`config.mk`:
```
export PLATFORM = sky130hd
export DESIGN_NAME = input_scan_loader
export DESIGN_NICKNAME = d
export VERILOG_FILES = /design/src/rtl/input_scan_loader.sv
export SDC_FILE = /design/constraint.sdc
export NUM_CORES = 2
export LEC_CHECK = 0
export BUFFER_PORTS_ARGS = -buffer_cell sky130_fd_sc_hd__clkbuf_2
export CAP_MARGIN = 20
export CORE_AREA = 5 5 419 421
export CTS_CLUSTER_DIAMETER = 50
export DETAILED_ROUTE_END_ITERATION = 10
export DIE_AREA = 0 0 424 426
export PLACE_DENSITY_LB_ADDON = 0.3
export SLEW_MARGIN = 15
export SYNTH_ARGS = -nofsm -noshare
export SYNTH_HDL_FRONTEND = slang
export SYNTH_SLANG_ARGS = --single-unit
```
`constraint.sdc`:
```
create_clock -name clk -period 108.1 [get_ports clk]
set_clock_uncertainty 0.2 [all_clocks]
set_input_delay 32.43 -clock clk [delete_from_list [all_inputs] [get_ports clk]]
set_output_delay 32.43 -clock clk [all_outputs]
set_load 0.05 [all_outputs]
```
`src/rtl/input_scan_loader.sv`:
```
// Packs a narrow valid/ready beat stream into data/weight SRAM words and writes them
// over the scan port, holding the convolution core in reset until every address is loaded.
module input_scan_loader #(
    parameter int BEAT_W    = 32,
    parameter int WORD_W    = 512,
    parameter int ADDR_W    = 8,
    parameter int NUM_WORDS = 128
) (
    input  logic              clk,
    input  logic              reset,
    input  logic              start,
    input  logic [BEAT_W-1:0] in_data,
    input  logic              in_valid,
    output logic              in_ready,
    output logic              input_mem_scan_mode,
    output logic              scan_we,
    output logic [ADDR_W-1:0] scan_addr,
    output logic [WORD_W-1:0] data_mem_scan_in,
    output logic [WORD_W-1:0] weight_mem_scan_in,
    output logic              core_reset,
    output logic              load_done,
    output logic [4:0]        state_dbg
);

    localparam int BEATS = WORD_W / BEAT_W;
    localparam int CNT_W = (BEATS > 1) ? $clog2(BEATS) : 1;
    localparam logic [CNT_W-1:0]  LAST_BEAT = CNT_W'(BEATS - 1);
    localparam logic [ADDR_W-1:0] LAST_ADDR = ADDR_W'(NUM_WORDS - 1);

    // One-hot so every output decode is a single flop or a small OR of flops.
    typedef enum logic [4:0] {
        S_IDLE   = 5'b00001,
        S_FILL_D = 5'b00010,
        S_FILL_W = 5'b00100,
        S_COMMIT = 5'b01000,
        S_DONE   = 5'b10000
    } state_t;

    state_t           state;
    state_t           state_nxt;
    logic [CNT_W-1:0] beat_cnt;
    logic             beat_fire;
    logic             last_beat;

    // Handshake: a beat transfers on a rising clk edge where in_valid && in_ready;
    // in_ready depends only on state, never on in_valid, and in_data is ignored otherwise.
    assign beat_fire = in_valid && in_ready;
    assign last_beat = (beat_cnt == LAST_BEAT);
    assign state_dbg = state;

    always_ff @(posedge clk or posedge reset) begin
        if (reset) begin
            state <= S_IDLE;
        end else begin
            state <= state_nxt;
        end
    end

    always_comb begin
        state_nxt = state;
        case (state)
            S_IDLE, S_DONE: begin
                if (start) begin
                    state_nxt = S_FILL_D;
                end
            end
            S_FILL_D: begin
                if (beat_fire && last_beat) begin
                    state_nxt = S_FILL_W;
                end
            end
            S_FILL_W: begin
                if (beat_fire && last_beat) begin
                    state_nxt = S_COMMIT;
                end
            end
            S_COMMIT: begin
                state_nxt = (scan_addr == LAST_ADDR) ? S_DONE : S_FILL_D;
            end
            default: begin
                state_nxt = S_IDLE;
            end
        endcase
    end

    always_comb begin
        in_ready            = 1'b0;
        input_mem_scan_mode = 1'b0;
        scan_we             = 1'b0;
        case (state)
            S_FILL_D, S_FILL_W: begin
                in_ready            = 1'b1;
                input_mem_scan_mode = 1'b1;
            end
            S_COMMIT: begin
                scan_we             = 1'b1;
                input_mem_scan_mode = 1'b1;
            end
            default: begin
            end
        endcase
    end

    // core_reset/load_done come straight from flops fed by the next state, so they
    // change exactly on the edge that enters or leaves DONE with no decode glitch.
    always_ff @(posedge clk or posedge reset) begin
        if (reset) begin
            core_reset <= 1'b1;
            load_done  <= 1'b0;
        end else begin
            core_reset <= (state_nxt != S_DONE);
            load_done  <= (state_nxt == S_DONE);
        end
    end

    always_ff @(posedge clk or posedge reset) begin
        if (reset) begin
            beat_cnt           <= '0;
            scan_addr          <= '0;
            data_mem_scan_in   <= '0;
            weight_mem_scan_in <= '0;
        end else begin
            case (state)
                S_IDLE, S_DONE: begin
                    if (start) begin
                        scan_addr <= '0;
                        beat_cnt  <= '0;
                    end
                end
                S_FILL_D: begin
                    if (beat_fire) begin
                        for (int k = 0; k < BEATS; k++) begin
                            if (beat_cnt == CNT_W'(k)) begin
                                data_mem_scan_in[k*BEAT_W +: BEAT_W] <= in_data;
                            end
                        end
                        beat_cnt <= last_beat ? '0 : beat_cnt + 1'b1;
                    end
                end
                S_FILL_W: begin
                    if (beat_fire) begin
                        for (int k = 0; k < BEATS; k++) begin
                            if (beat_cnt == CNT_W'(k)) begin
                                weight_mem_scan_in[k*BEAT_W +: BEAT_W] <= in_data;
                            end
                        end
                        beat_cnt <= last_beat ? '0 : beat_cnt + 1'b1;
                    end
                end
                S_COMMIT: begin
                    // The final address is held in DONE rather than wrapping to zero.
                    if (scan_addr != LAST_ADDR) begin
                        scan_addr <= scan_addr + 1'b1;
                    end
                end
                default: begin
                end
            endcase
        end
    end

endmodule

```
==> results.tsv <==
metric	value	unit
outcome	complete, no violations	
hold depth	1	
FFs w/ async S/R, synth	1.00	
chip height	426	µm
die area	0.181	mm²
WP data required	108.65	ns
met3 routed WL	8.94	mm
vias in the first global route	26400	
I/O pin count	1078	
Leak	28.5	nW
mux share of post-synthesis cell area	0.295	
cell area after synthesis	0.0400	mm²
htree depth	4	
PortBufs	1077	
Slew Limit Fails	0	
Fmax	0.0268	GHz
Synth Area in Adders	0.00156	
Clock transition at path regs	0.05	ns
Worst Setup Start Kind	primary input	
worst flop-to-flop path startpoint	state_dbg[2]	
via count	25100	
largest net degree at the start of global routing	166	
FF-to-FF End	data_mem_scan_in[305]	
P&R area growth vs syn	29.8	%
Synth cell types	49	
Core Util, Final	0.304	
initial antenna violation count	17	
sequential area share after synthesis	0.652	
Root Buffer	clkbuf_16	
Mapped Nets	2444	
crit path kind	primary input to async pin	
Post-CTS Resized	0	
setup_tns	0	ns
Worst Path Arrival	37.86	ns
Tmin final	37.31	ns
largest family of logic cells by synthesized area	multiplexers	
Top Metal Used	met4	
final setup vio count	0	
FF-to-FF setup slack	104.58	ns
final RePlAce weighted congestion	0.752	
antenna violation net count after detailed routing	0	
gr usage total	0.170	
core area	0.171	mm²
CP peak stage delay	0.87	ns
yosys warns	0	
share of the synthesized area in the top cell type	0.651	
relative slew slack	0.215	
Sink Count	1043	
PwrDens	20.4	mW/mm²
maxcap violations	0	
XOR/XNOR Fraction of Synth Area	0.000875	
hold_sp	weight_mem_scan_in[112]	
Remaining Overflow, GRT	0	
DRC	0	
vias per cell	4.34	
die width	424	µm
Seq cells post-synth	1043	
Detailed Route Iter0 Violations	1257	
Crit Path Max Fanout	165	
EDFF count, synth	0	
Synth area leaders	dfrtp_1 65%, mux2_2 25%, mux2_4 2.5%, mux2_1 1.7%, clkbuf_1 0.93%	
clk buf depth	3	
Hold Path Sink	weight_mem_scan_in[112]	
endpoints failing hold	0	
Setup crit end kind	async pin	
CP startpoint	reset	
Post-Route WL	158	mm
first-pass GRT wire length	216	mm
M1 wire length	60.1	mm
Mean Syn Cell Area	16.7	µm²
Cells after Synth	2403	
cell type with the largest total area after synthesis	dfrtp_1	
Final #Nets	3485	
RSZ-0062 raised after global routing	false	
worst skew pair latency	0.76	ns
Pre-antenna DRT Iters	4	
compound-gate portion of the synthesized area	0.00294	
simple-gate share of the synthesized area	0.0180	
Post-CTS Setup Inserts	0	
cell chain of the critical path	clkbuf_2 > inv_8 > buf_4 > buf_4 > buf_4 > buf_4 > buf_12 > buf_4	
Worst path slowest cell	buf_4	
cells on worst reg2reg path	4	
Slew @ Worst Pin	1.18	ns
total CTS buffers	133	
cell repeated most along the worst path	buf_4	
starting density of the core	0.234	
CTS tree	done	
worst min path class	flop to flop	
Post-CTS Hold Fix Bufs	0	
Peak supply drop	0.0155	mV
wire length on met2	82.8	mm
row count	152	
Tcrit/Tclk final	0.345	
share of layout cells above drive strength 1	0.657	
DP HPWL	106	mm
hold slack final	0.287	ns
most used flip-flop cell after synthesis	dfrtp_1	
Wirelength per Cell	27.3	µm
## flip-flops by register name, summed over array words and instances, names as in the netlist
name and flops:
beat_cnt 4, core_reset 1, data_mem_scan_in 512, load_done 1, scan_addr 8, state_dbg 5, weight_mem_scan_in 512
## kinds of logic (layout without fill, tap and decap cells)
logic type / Yosys count / count (layout)
xor gates and xnor gates: 4 / 4
AOI/OAI and AO/OA: 19 / 19
buffers and inverters: 215 / 1357
and+or+nand+nor: 89 / 89
muxes: 1028 / 1028
other: 0 / 7
adders and majority gates: 5 / 5
DFF: 1043 / 1043
## synth_stat cells (2+ instances only)
library cell  instances
nand3_1              25
mux2i_1               3
nand3_4              18
mux2_2              898
buf_4                 6
ha_1                  5
inv_1                 6
xor2_1                4
o31ai_1               2
buf_6                32
or3_1                 2
mux2_4               66
nor2b_1               2
o21ai_0               8
and2_1                3
dfrtp_1            1041
nand3b_1              2
nand2_1              11
a21oi_1               3
mux2_1               61
buf_2                67
nor2_1                5
or4_1                 2
nand2_2               2
dfstp_2               2
nor4b_1               3
nor3_1                2
nand4_1               2
clkbuf_2              2
clkbuf_1             99
## critical path, delay by kind of cell
| family | cells | cell delay (ns) |
|---|---|---|
| buffers and inverters | 8 | 5.01 |
## cells in the final DEF, fill, tap and decap left out, types with 13 or more instances in the layout
cell type	n
clkinv_2	15
clkbuf_2	1075
mux2_2	898
dfrtp_1	1041
mux2_4	66
clkbuf_8	19
nand3_1	13
clkbuf_1	27
buf_4	36
clkbuf_16	137
nand3_4	26
mux2_1	61
## routing by layer
layer | track usage | vias up
met4 | 0.0667 | 0
met1 | 0.194 | 13500
met5 | 0 | -
met3 | 0.0404 | 242
met2 | 0.307 | 821
li1 | - | 10600
## stage by stage
step | instances | power [W] | worst slack, ns | area, µm²
finish | 5785 | 0.00106 | 70.79 | 52000
global route | 5779 | 0.00110 | 69.90 | 52000
CTS | 5778 | 0.00108 | 70.60 | 52000
detailed placement | 5542 | 0.000624 | 69.75 | 47500
global placement | 5541 | 0.000622 | 69.81 | 47500
floorplan | 2403 | 0.000569 | 46.12 | 40000
## area by class of cell
| type | instances | area, µm² |
|---|---|---|
| tap | 2233 | 2790 |
| inverter | 6 | 30.0 |
| multi-input combinational | 1145 | 12900 |
| fill | 17400 | 119000 |
| clock inverter | 53 | 663 |
| antenna | 7 | 17.5 |
| sequential | 1043 | 26100 |
| timing repair buffer | 1115 | 5700 |
| clock buffer | 183 | 3790 |
## power breakdown
part	internal, W	switching, W	leakage [nW]
clock	0.000271	0.000176	2.17
combinational	0.0000410	0.000144	11.9
sequential	0.000416	0.0000140	14.5
## worst max-delay path by stage
| stage | to | slack, ns | depth (start not counted) |
|---|---|---|---|
| after floorplan | beat_cnt[0] | 46.12 | 1 |
| after global placement | data_mem_scan_in[38] | 69.81 | 8 |
| after detailed placement | data_mem_scan_in[96] | 69.75 | 8 |
| after CTS | data_mem_scan_in[485] | 70.60 | 8 |
| after global routing | data_mem_scan_in[129] | 69.90 | 8 |
| final | data_mem_scan_in[193] | 70.79 | 8 |
Power figures use the tool's default switching activity.
